<file path="src/rtl/cla_pkg.sv">
// rtl/cla_pkg.sv - shared constants and configuration helpers for the pipelined CLA adder
package cla_pkg;

    localparam logic CLA_ADD = 1'b0;
    localparam logic CLA_SUB = 1'b1;

    function automatic int cla_nblk(input int width, input int block);
        return width / block;
    endfunction

    function automatic bit cla_cfg_ok(input int width, input int block);
        return (block > 0) && (width >= block) && ((width % block) == 0);
    endfunction

endpackage

</file>
<file path="src/rtl/cla_block.sv">
// rtl/cla_block.sv - combinational BLOCK-bit generate/propagate lookahead adder
module cla_block #(
    parameter int BLOCK = 4
) (
    input  logic [BLOCK-1:0] a,
    input  logic [BLOCK-1:0] b,
    input  logic             cin,
    output logic [BLOCK-1:0] sum,
    output logic             cout,
    output logic             c_msb_in
);

    logic [BLOCK-1:0] g;
    logic [BLOCK-1:0] p;
    logic [BLOCK:0]   c;

    assign g = a & b;
    assign p = a ^ b;

    // Each carry is the flat sum-of-products over g/p, not a ripple of the previous carry.
    always_comb begin
        logic t;
        logic pp;
        c    = '0;
        c[0] = cin;
        for (int i = 0; i < BLOCK; i++) begin
            t  = g[i];
            pp = p[i];
            for (int j = i - 1; j >= 0; j--) begin
                t  = t | (pp & g[j]);
                pp = pp & p[j];
            end
            c[i+1] = t | (pp & cin);
        end
    end

    assign sum      = p ^ c[BLOCK-1:0];
    assign cout     = c[BLOCK];
    assign c_msb_in = c[BLOCK-1];

endmodule

</file>
<file path="src/rtl/cla_adder_pipe.sv">
// rtl/cla_adder_pipe.sv - one-block-per-stage pipelined CLA adder/subtractor with valid/ready flow control
// Optional signed-overflow output enabled by CLA_PIPE_OVF_EN.
module cla_adder_pipe
    import cla_pkg::*;
#(
    parameter int WIDTH = 16,
    parameter int BLOCK = 4
) (
    input  logic             clk,
    input  logic             rst,
    input  logic             in_valid,
    output logic             in_ready,
    input  logic [WIDTH-1:0] a,
    input  logic [WIDTH-1:0] b,
    input  logic             cin,
    input  logic             sub,
    output logic             out_valid,
    input  logic             out_ready,
    output logic [WIDTH-1:0] sum,
    output logic             cout
`ifdef CLA_PIPE_OVF_EN
    ,
    output logic             ovf
`endif
);

    localparam int NBLK = cla_nblk(WIDTH, BLOCK);
    localparam int NOPS = (NBLK > 1) ? NBLK - 1 : 1;

    if (!cla_cfg_ok(WIDTH, BLOCK)) begin : g_bad_cfg
        $error("cla_adder_pipe: WIDTH must be a non-zero multiple of BLOCK");
    end

    logic             advance;
    logic [WIDTH-1:0] b_eff;
    logic             cin_eff;

    logic             v_r   [NBLK];
    logic             c_r   [NBLK];
    logic [WIDTH-1:0] sum_r [NBLK];
    logic [WIDTH-1:0] a_r   [NOPS];
    logic [WIDTH-1:0] b_r   [NOPS];

    assign advance  = out_ready || !out_valid;
    assign in_ready = advance;
    assign b_eff    = (sub == CLA_SUB) ? ~b : b;
    assign cin_eff  = (sub == CLA_SUB) ? 1'b1 : cin;

    for (genvar k = 0; k < NBLK; k++) begin : g_stage
        logic [WIDTH-1:0] op_a;
        logic [WIDTH-1:0] op_b;
        logic [WIDTH-1:0] prev_sum;
        logic             stage_cin;
        logic             v_in;
        logic [BLOCK-1:0] blk_sum;
        logic             blk_cout;
        logic             blk_cmsb;

        if (k == 0) begin : g_first
            assign op_a      = a;
            assign op_b      = b_eff;
            assign prev_sum  = '0;
            assign stage_cin = cin_eff;
            assign v_in      = in_valid;
        end else begin : g_next
            assign op_a      = a_r[k-1];
            assign op_b      = b_r[k-1];
            assign prev_sum  = sum_r[k-1];
            assign stage_cin = c_r[k-1];
            assign v_in      = v_r[k-1];
        end

        cla_block #(.BLOCK(BLOCK)) u_blk (
            .a        (op_a[BLOCK-1:0]),
            .b        (op_b[BLOCK-1:0]),
            .cin      (stage_cin),
            .sum      (blk_sum),
            .cout     (blk_cout),
            .c_msb_in (blk_cmsb)
        );

        // Data registers only load on valid so the output holds across bubbles.
        always_ff @(posedge clk) begin
            if (rst) begin
                v_r[k]   <= 1'b0;
                c_r[k]   <= 1'b0;
                sum_r[k] <= '0;
            end else if (advance) begin
                v_r[k] <= v_in;
                if (v_in) begin
                    c_r[k]                      <= blk_cout;
                    sum_r[k]                    <= prev_sum;
                    sum_r[k][k*BLOCK +: BLOCK] <= blk_sum;
                end
            end
        end

        if (k < NBLK - 1) begin : g_skew
            always_ff @(posedge clk) begin
                if (advance && v_in) begin
                    a_r[k] <= op_a >> BLOCK;
                    b_r[k] <= op_b >> BLOCK;
                end
            end
            logic unused_cmsb;
            assign unused_cmsb = blk_cmsb;
        end else begin : g_last
            logic unused_ops;
            assign unused_ops = ^{op_a, op_b};
`ifdef CLA_PIPE_OVF_EN
            logic cmsb_r;
            always_ff @(posedge clk) begin
                if (rst) begin
                    cmsb_r <= 1'b0;
                end else if (advance && v_in) begin
                    cmsb_r <= blk_cmsb;
                end
            end
            assign ovf = cmsb_r ^ c_r[k];
`else
            logic unused_cmsb;
            assign unused_cmsb = blk_cmsb;
`endif
        end
    end

    assign out_valid = v_r[NBLK-1];
    assign sum       = sum_r[NBLK-1];
    assign cout      = c_r[NBLK-1];

endmodule

</file>
<file path="config.mk">
export PLATFORM = sky130hd
export DESIGN_NAME = cla_adder_pipe
export DESIGN_NICKNAME = d
export VERILOG_FILES = /design/src/rtl/cla_pkg.sv /design/src/rtl/cla_block.sv /design/src/rtl/cla_adder_pipe.sv
export SDC_FILE = /design/constraint.sdc
export NUM_CORES = 1
export LEC_CHECK = 0
export ABC_AREA = 1
export CORE_UTILIZATION = 61
export CTS_BUF_LIST = sky130_fd_sc_hd__clkbuf_8
export DETAILED_ROUTE_END_ITERATION = 16
export GPL_ROUTABILITY_DRIVEN = 0
export PLACE_DENSITY_LB_ADDON = 0.2
export RECOVER_POWER = 100
export SKIP_LAST_GASP = 1
export SYNTH_ARGS = -nofsm -noshare
export SYNTH_HDL_FRONTEND = slang
export SYNTH_SLANG_ARGS = --single-unit
</file>
<file path="constraint.sdc">
create_clock -name clk -period 3.75 [get_ports clk]
set_input_delay 0.75 -clock clk [delete_from_list [all_inputs] [get_ports clk]]
set_output_delay 0.75 -clock clk [all_outputs]
set_load 0.005 [all_outputs]
</file>
==> Yosys cells after proc, flatten, opt, wreduce, memory -nomap -nowiden <==
Memories as Yosys holds them, arrays and structs flattened.
Index checks and enable logic that the tools add are counted.
{ "totals": {"reg_bits": 0, "ram_bits": 144, "inputBits": 38, "output_inout_bits": 19, "mem_count": 5} }
{ "op_classes": {"mux": 45, "n_bitwise": 133, "n_reduce_logical": 5} }
{ "memory_table": {"columns": ["memory", "words", "word_bits", "read_ports", "rd_clocked_by_memory_dff", "wr", "line", "text"], "rows": [
  ["sum_r", 4, 16, 4, 0, 4, "cla_adder_pipe.sv:40", "logic [WIDTH-1:0] sum_r [NBLK];"],
  ["a_r", 3, 12, 3, 0, 3, "cla_adder_pipe.sv:41", "logic [WIDTH-1:0] a_r [NOPS];"],
  ["b_r", 3, 12, 3, 0, 3, "cla_adder_pipe.sv:42", "logic [WIDTH-1:0] b_r [NOPS];"],
  ["c_r", 4, 1, 4, 0, 4, "cla_adder_pipe.sv:39", "logic c_r [NBLK];"],
  ["v_r", 4, 1, 4, 0, 4, "cla_adder_pipe.sv:38", "logic v_r [NBLK];"]
]} }
{ "op_table": {"columns": ["cell", "n"], "rows": [
  ["16-bit 2-to-1 mux", 5],
  ["1-bit bitwise AND", 64],
  ["1-bit OR", 56],
  ["1-bit 2-to-1 mux", 36],
  ["4-bit bitwise XOR", 8],
  ["4-bit bitwise AND", 4],
  ["4-bit 2-to-1 mux", 4],
  ["16-bit inverter", 1],
  ["1-bit logical AND", 3],
  ["1-bit zero test", 1],
  ["1-bit logical OR", 1]
]} }

==> Logic depth before layout (Yosys ltp) <==
Gate-level depths: netlist of run 1.
{ "depth": {"ltp_word": 9, "mapped_depth": 10, "mapped_depth_nobuf": 9} }

==> Modules after synthesis <==
From an unflattened synthesis of run 1, not the netlist that was laid out.
{ "hier_totals": {"cells_unflattened": 342, "area_unflattened_um2": 4276.6} }
{ "modules_own_cells": {"columns": ["mod", "n_inst", "cells_per_inst", "area_each_um2", "seq_area_each_um2"], "rows": [
  ["cla_adder_pipe", 1, 230, 3533.4, 2882.8],
  ["cla_block at g_stage[1].u_blk ...", 2, 27, 183.9, 0.0],
  ["cla_block at g_stage[0].u_blk", 1, 31, 196.4, 0.0],
  ["cla_block at g_stage[3].u_blk", 1, 27, 178.9, 0.0]
]} }

==> Least setup slack after synthesis of run 1 <==
OpenSTA, ideal clock, no wires.
{ "synth_timing": {"kind": "input-to-reg", "from": "in out_ready", "to": "mem c_r[3] (enable)", "setup_time_ns": 0.415, "arrival_time_ns": 2.052, "required_ns": 3.335, "path_slack_ns": 1.284, "path_stages": 2, "n_path_buf": 0, "cell_sequence": "nor2_4 o21ai_0"} }
{ "synth_rtl": {"columns": ["element", "line", "text"], "rows": [
  ["start: declaration", "cla_adder_pipe.sv:18", "input logic out_ready,"],
  ["end: declaration", "cla_adder_pipe.sv:39", null]
]} }

==> Final worst setup path of run 1 <==
{ "layout_timing": {"from": "in out_ready", "to": "out in_ready"} }
{ "layout_via": {"elab_chain_cells": 1} }
{ "layout_lines": {"columns": ["element", "line", "text"], "rows": [
  ["1-bit logical OR", "cla_adder_pipe.sv:44", "assign advance = out_ready || !out_valid;"],
  ["end: declaration", "cla_adder_pipe.sv:12", "output logic in_ready,"]
]} }
No other way between the ends.

==> impl_metrics.ini, run 1 <==
[clock_network]
cts_setup_buffers = 0
htreeDepth = 3
clkLatencyLatePin_ns = 0.36
cts_tree = built
cts_buffers = 9
cts_buffer_depth = 2
ctsResizeCount = 0
cts_num_sinks = 96
cts.hold.buffers_added = 0
clk_pin_slew_ns = 0.09
root_buffer = clkbuf_8

[critical_path]
worst-endpoint-arrival_ns = 2.39
r2r_slack_ns = 1.67
reg2reg_from = v_r[3]
crit_type = input port to primary output
r2r-end = c_r[3]
critPathLaunchType = input port
cp_max_fo = 10
cp_data_required_time_ns = 3.00
worst_setup_path_end_kind = primary output
ff2ff_path_depth = 7

[detailed_routing]
drt_iter0_drc = 94
vias_per_cell = 4.975
drc = 0
vias = 2413
wirelength_mm = 5.989
detail-route-antenna-nets = 0
wire_per_inst_um = 12.35
drt-pass1-iter-count = 4

[synthesis]
ys_types = 21
synth_nets = 393
postSynthAreaPerCell_um2 = 12.58
yosys_warnings = 0
seq_area_frac_synth_pct = 68.39
syn_inst = 335
yosys.area.top_type = edfxtp_1
netlist_area_um2 = 4215
synth_area_leaders = edfxtp_1 68%, inv_1 5.2%, ha_1 4.7%
yosysTopAreaCellShare_pct = 68.39
synth_seq_cells = 96

[grt]
track_usage_pct = 18.70
grt_pass1_vias = 2278
grt_start_max_net_pins = 25
grt_pass1_wl_mm = 10.16
grtUsageMet1_pct = 22.61
antenna_found_initial = 0
grt_overflow_total = 0
met2_usage_pct = 30.87
grt_util_met3_pct = 5.545
grt-busiest-layer = met2

[die]
chipHeight_um = 85.13
io_pins = 57
core_um2 = 6495
fp.dieArea_um2 = 7247
rows = 29
die_w_um = 85.13
start_util_pct = 64.90

[run_status]
status = completed

[worst_hold_path]
hold_path_startpoint = a_r[0][4]
min_to = a_r[0][12]
whs_path_depth = 0
hp-class = register to register

[sta]
setup_ws_ns = 0.6139
max_freq_mhz = 318.9
rsz0062_at_grt = no
finalClockSkew_ns = 0.01046
finalSetupTns_ns = 0
setup_viol = 0
slew_headroom_pct = 11.60
worst_pin_slew_ns = 1.326
min_period_over_period_pct = 83.63
drv_slew = 0
hold_violations = 0
finalCriticalPeriod_ns = 3.136

[placement]
preCtsSetupSlack_ns = 0.9703
hpwlAfterDp_mm = 4.433
io_buffers = 56

[final_layout]
drive_gt1_share_pct = 5.882
diodes = 0
fillers = 398
area_growth_syn_to_layout_pct = 18.88
layout.nets = 461

[pwr]
power.density_nw_per_um2 = 432.2
irDropWorstVdd_mv = 0.2903
p_leak_nw = 2.047

[job]
drv_cap = 0
==> cell usage after synthesis <==
master / n
a21oi_1: 15
buf_2: 1
buf_4: 1
buf_6: 2
edfxtp_1: 96
fa_1: 4
ha_1: 16
inv_1: 58
inv_2: 2
inv_4: 2
nand2_1: 37
nand3_1: 18
nand4_1: 4
nor2_1: 47
nor2_2: 2
nor2_4: 3
nor2_8: 1
o21ai_0: 4
or2_2: 2
xnor2_1: 2
xor2_1: 18
==> power breakdown <==
part | switching, mW | internal [mW]
clock | 0.378 | 0.256
combinational | 0.137 | 0.110
sequential | 0.0208 | 1.26
==> worst max path at each step <==
stage / slack (ns) / depth (start not counted) / end / from
finish: 0.61 / 4 / in_ready / out_ready
global route: 0.49 / 4 / in_ready / out_ready
CTS: 1.02 / 4 / in_ready / out_ready
detailed placement: 0.97 / 9 / sum_r[0][3] / sub
global placement: 1.05 / 4 / in_ready / out_ready
floorplan: 1.28 / 2 / c_r[3] / out_ready
==> worst max-delay path, stage by stage <==
cell and delay, ns:
dlygate4sd3_1 0.54, nor2_1 0.53, inv_1 0.11, clkdlybuf4s50_1 0.47
==> layout by cell type (no fill, tap or decap), types with 9 or more instances in the layout <==
| cell | Yosys | layout |
|---|---|---|
| inv_1 | 58 | 59 |
| clkbuf_8 | 0 | 9 |
| ha_1 | 16 | 16 |
| nand2_1 | 37 | 37 |
| xor2_1 | 18 | 18 |
| clkdlybuf4s50_1 | 0 | 24 |
| nand3_1 | 18 | 18 |
| dlygate4sd3_1 | 0 | 32 |
| nor2_1 | 47 | 50 |
| a21oi_1 | 15 | 15 |
| edfxtp_1 | 96 | 96 |
==> per-layer routing <==
| layer | wire (um) | up-vias |
|---|---|---|
| li1 | - | 1242 |
| met1 | 2546 | 1075 |
| met2 | 3062 | 90 |
| met3 | 307 | 6 |
| met4 | 72 | 0 |
| met5 | 0 | - |
==> flip-flops by register name, summed over array words and instances (netlist names) <==
signal and cells:
a_r 24, c_r 4, sum_r 40, v_r 4, b_r 24
==> metrics by stage <==
step           cell area, um2  hold WS (ns)  power (mW)  util (%)  cells
2_1_floorplan            4215        0.4003       1.463         -    335
3_3_place_gp             4877        0.4004       1.553     75.09    469
3_5_place_dp             4877        0.4045       1.570     75.09    469
4_1_cts                  5066        0.4263       2.193     78.00    485
5_1_grt                  5011        0.4329       2.264     77.15    485
6_report                 5011        0.4258       2.166     77.15    485
==> cell families after synthesis <==
family	count (synthesis)	synth area share (%)
simple gates	114	12.08
flops	96	68.39
fa+ha+maj	20	6.649
xor+xnor	20	4.156
buf+inv	66	6.471
compound gates	19	2.256
==> cell type report <==
class                      instances  area [um2]  share of cell area [%]
timing repair buffer              61       579.3                   11.56
multi-input combinational        173        1028                   20.52
inverter                          62       235.2                   4.694
clock inverter                     7       65.06                   1.298
sequential                        96        2883                   57.53
clock buffer                       9       123.9                   2.472
tap                               77       96.34                   1.923
(Power assumes the default switching activity.)
==> run 2, diff against run 1 <==
--- a/config.mk
+++ b/config.mk
@@ -6,7 +6,7 @@
 export NUM_CORES = 1
 export LEC_CHECK = 0
 export ABC_AREA = 1
-export CORE_UTILIZATION = 61
+export CORE_UTILIZATION = 51
 export CTS_BUF_LIST = sky130_fd_sc_hd__clkbuf_8
 export DETAILED_ROUTE_END_ITERATION = 16
 export GPL_ROUTABILITY_DRIVEN = 0
==> constraint.sdc (replaced) <==
create_clock -name clk -period 2.5 [get_ports clk]
set_input_delay 0.5 -clock clk [delete_from_list [all_inputs] [get_ports clk]]
set_output_delay 0.5 -clock clk [all_outputs]
set_load 0.005 [all_outputs]
==> impl_metrics.ini, run 2 (synthesized netlist as in run 1, its figures left out) <==
[critical_path]
critPathSlowestCell = dlygate4sd3_1
critPathLaunchType = input port
worst-endpoint-arrival_ns = 2.27
crit_type = input port to register
critPathMaxStageDelay_ns = 0.65
r2r_slack_ns = 0.55
cp_cell_sequence = dlygate4sd3_1 > xnor2_1 > inv_1 > ha_1 > nand2_1 > inv_1 > nand3_1 > a21oi_1 > nor2_1
cp_data_required_time_ns = 2.61
reg2reg_from = v_r[3]
critPathMostFrequentCell = inv_1
crit_start = sub
cp_max_fo = 6
worst_setup_path_end_kind = register

[clock_network]
cts_buffers = 9
ctsResizeCount = 0
cts.hold.buffers_added = 0
clkLatencyLatePin_ns = 0.35
cts_tree = built
clk_pin_slew_ns = 0.09
cts_setup_buffers = 0
cts_buffer_depth = 2
htreeDepth = 3
root_buffer = clkbuf_8
cts_num_sinks = 96

[detailed_routing]
wirelength_mm = 5.304
detail-route-antenna-nets = 0
vias = 2334
drt_iter0_drc = 99
drt-pass1-iter-count = 4
drc = 0
wire_per_inst_um = 10.32
vias_per_cell = 4.541

[final_layout]
fillers = 609
biggestRegsByFlops = sum_r x40, a_r x24, b_r x24
layout_common_cells = 96 x edfxtp_1, 63 x inv_1, 51 x nor2_1
largest_reg_flops = 40
max_flop_register = sum_r
layout_commonest_cell = edfxtp_1
finalNonFillerCells = 514
drive_gt1_share_pct = 5.097
fin_util_pct = 64.35
area_growth_syn_to_layout_pct = 19.80
layout.nets = 465
diodes = 0

[grt]
grt_pass1_vias = 2166
antenna_found_initial = 0
grt_start_max_net_pins = 25
track_usage_pct = 13.84
grt_pass1_wl_mm = 9.087
grt_overflow_total = 0

[sta]
fin_hold_ws_ns = 0.4203
finalClockSkew_ns = 0.003670
drv_slew = 0
hold_violations = 0
finalCriticalPeriod_ns = 2.162
max_freq_mhz = 462.6
worst_pin_slew_ns = 1.077
setup_viol = 0
finalSetupTns_ns = 0
min_period_over_period_pct = 86.46
rsz0062_at_grt = no
slew_headroom_pct = 27.46

[placement]
io_buffers = 56
dp_cells = 498
hpwlAfterDp_mm = 3.941

[pwr]
power.density_nw_per_um2 = 642.2
irDropWorstVdd_mv = 0.4496
p_switching_mw = 0.7279
power_mw = 3.243
p_leak_nw = 2.064
clkPwrFrac_pct = 29.5
p_comb_share_pct = 11.3
p_int_mw = 2.515
seqPwrFrac_pct = 59.3
swShare_pct = 22.45

[die]
die_w_um = 92.92
io_pins = 57
rows = 32
fp.dieArea_um2 = 8633
chipHeight_um = 92.92
core_um2 = 7848
start_util_pct = 53.71

[job]
drv_cap = 0

[worst_hold_path]
hp-class = register to register
hold_path_startpoint = a_r[0][11]

[run_status]
status = completed
==> run 2: layout make-up <==
| cell class | count | area (um2) | share of cell area [%] |
|---|---|---|---|
| Clock buffer | 9 | 123.9 | 2.453 |
| Clock inverter | 7 | 63.81 | 1.264 |
| Inverter | 62 | 234.0 | 4.633 |
| Multi-Input combinational cell | 173 | 1021 | 20.22 |
| Sequential cell | 96 | 2883 | 57.09 |
| Tap cell | 102 | 127.6 | 2.527 |
| Timing Repair Buffer | 65 | 596.8 | 11.82 |
==> run 2: worst max-delay path, delay by kind of cell <==
| family | cells | cell delay, ns |
|---|---|---|
| compound gates | 1 | 0.15 |
| fa+ha+maj | 1 | 0.31 |
| simple gates | 3 | 0.22 |
| buf+inv | 3 | 0.79 |
| xor+xnor | 1 | 0.30 |
==> run 2: metal layers <==
layer | vias up | wire length (um) | share of wire (%) | track usage (%)
li1 | 1245 | - | - | -
met1 | 1006 | 2555 | 48 | 17.09
met2 | 71 | 2354 | 44 | 22.18
met3 | 12 | 294 | 5.5 | 4.269
met4 | 0 | 99 | 1.9 | 6.667
met5 | - | 0 | 0 | 0
==> run 2: power by group through the flow <==
stage / combinational, mW / clock (mW) / sequential (mW)
6_report: 0.366 / 0.955 / 1.92
5_1_grt: 0.418 / 1.03 / 1.93
4_1_cts: 0.395 / 0.974 / 1.92
3_5_place_dp: 0.392 / 0 / 1.96
3_3_place_gp: 0.385 / 0 / 1.96
2_1_floorplan: 0.237 / 0 / 1.96
==> run 2: per-stage QoR <==
stage	cell area, um2	worst slack [ns]
after floorplan	4215	0.2784
after global placement	4938	0.1348
after detailed placement	4938	0.05695
after CTS	5126	0.3773
after global routing	5050	0.1569
final	5050	0.3384
==> run 2: worst paths after layout <==
check / to / cells after the start
worst max-delay path: sum_r[0][3] / 9
worst min-delay path: a_r[0][19] / 0
worst max register to register: c_r[3] / 8
worst min register to register: a_r[0][19] / 0
==> run 3, diff against run 2 <==
--- a/config.mk
+++ b/config.mk
@@ -6,6 +6,7 @@
 export NUM_CORES = 1
 export LEC_CHECK = 0
 export ABC_AREA = 1
+export CORE_ASPECT_RATIO = 0.6
 export CORE_UTILIZATION = 51
 export CTS_BUF_LIST = sky130_fd_sc_hd__clkbuf_8
 export DETAILED_ROUTE_END_ITERATION = 16
==> impl_metrics.ini, run 3 (synthesized netlist as in run 1, its figures left out) <==
[final_layout]
area_growth_syn_to_layout_pct = 20.84
max_flop_register = sum_r
largest_reg_flops = 40
fin_util_pct = 64.11
drive_gt1_share_pct = 5.340
layout_common_cells = 96 x edfxtp_1, 59 x inv_1, 51 x nor2_1
biggestRegsByFlops = sum_r x40, a_r x24, b_r x24
ff_latch_area_um2 = 2883
fillers = 635
layout.nets = 465
multi_input_area_um2 = 1026
layout_commonest_cell = edfxtp_1
diodes = 0

[die]
io_pins = 57
rows = 25
fp.dieArea_um2 = 8645
core_um2 = 7945
die_w_um = 119.4
chipHeight_um = 72.42
start_util_pct = 53.06

[clock_network]
root_buffer = clkbuf_8
clk_pin_slew_ns = 0.09
cts.hold.buffers_added = 0
cts_buffer_depth = 2
htreeDepth = 3
cts_setup_buffers = 0
clkLatencyLatePin_ns = 0.36
cts_num_sinks = 96
cts_buffers = 9
ctsResizeCount = 0
cts_tree = built

[detailed_routing]
drc = 0
drt-pass1-iter-count = 4
wirelength_mm = 5.933
wire_per_inst_um = 11.41
drt_iter0_drc = 198
detail-route-antenna-nets = 0
vias_per_cell = 4.460
vias = 2319

[critical_path]
cp_cell_sequence = clkdlybuf4s50_1 > nor2_4 > inv_1 > dlygate4sd3_1
critPathSlowestCell = dlygate4sd3_1
cp.buffers_inverters = 3
cp_max_fo = 10
crit_type = input port to primary output
r2r_slack_ns = 0.70
worst_setup_path_end_kind = primary output
worst-endpoint-arrival_ns = 1.85
cp_data_required_time_ns = 2.00
critPathMaxStageDelay_ns = 0.58
critPathTopFamily = buffers and inverters
critPathLaunchType = input port

[sta]
finalCriticalPeriod_ns = 2.352
slew_headroom_pct = 40.76
hold_violations = 0
setup_viol = 0
finalSetupTns_ns = 0
finalClockSkew_ns = 0.01201
worst_pin_slew_ns = 0.8886
rsz0062_at_grt = no
min_period_over_period_pct = 94.08
max_freq_mhz = 425.2
drv_slew = 0

[worst_hold_path]
hp-class = register to register

[grt]
grt_overflow_total = 0
track_usage_pct = 15.84
grt_pass1_vias = 2189
antenna_found_initial = 0
grt_start_max_net_pins = 25
grt_pass1_wl_mm = 10.14

[pwr]
p_leak_nw = 2.067
power.density_nw_per_um2 = 661.5
irDropWorstVdd_mv = 0.3951

[placement]
hpwlAfterDp_mm = 4.382
io_buffers = 56

[run_status]
status = completed

[job]
drv_cap = 0
run 3: per-stage QoR:
step	area (um2)	worst slack, ns	power, mW	hold slack [ns]	cells
finish	5094	0.1479	3.370	0.4169	520
global route	5094	0.09625	3.530	0.4272	520
CTS	5164	0.2235	3.445	0.4209	520
detailed placement	4946	0.07761	2.362	0.4045	504
global placement	4946	0.1358	2.349	0.4034	504
floorplan	4215	0.2784	2.194	0.4003	335
run 3: worst paths after layout:
path,start,cells past startpoint,endpoint
worst max-delay path,out_ready,4,in_ready
worst max register to register,v_r[3],4,sum_r[3][14]
worst min register to register,a_r[0][9],0,a_r[0][17]
worst min-delay path,a_r[0][9],0,a_r[0][17]
run 3: worst reg2reg max path, stage by stage (launching register included):
cell and delay, ns:
edfxtp_1 0.40, inv_1 0.11, nor2_4 0.07, o21ai_0 0.20, clkbuf_1 0.65
run 3: area by class of cell:
cell class	count	area share, %
Clock inverter	7	1.842
Inverter	62	4.643
Timing Repair Buffer	65	11.69
Clock buffer	9	2.432
Sequential cell	96	56.60
Multi-Input combinational cell	173	20.14
Tap cell	108	2.653
run 3: layer usage:
layer	up-vias	GRT usage (%)	wire length [um]	share of wire [%]
li1	1251	-	-	-
met1	1003	22.02	3120	53
met2	63	22.29	2482	42
met3	2	5.739	305	5.1
met4	0	7.500	25	0.42
met5	-	0	0	0
run 3: power by group:
group	switching [mW]	internal [mW]	total, mW
clock	0.510	0.563	1.07
sequential	0.0303	1.89	1.92
combinational	0.206	0.166	0.372
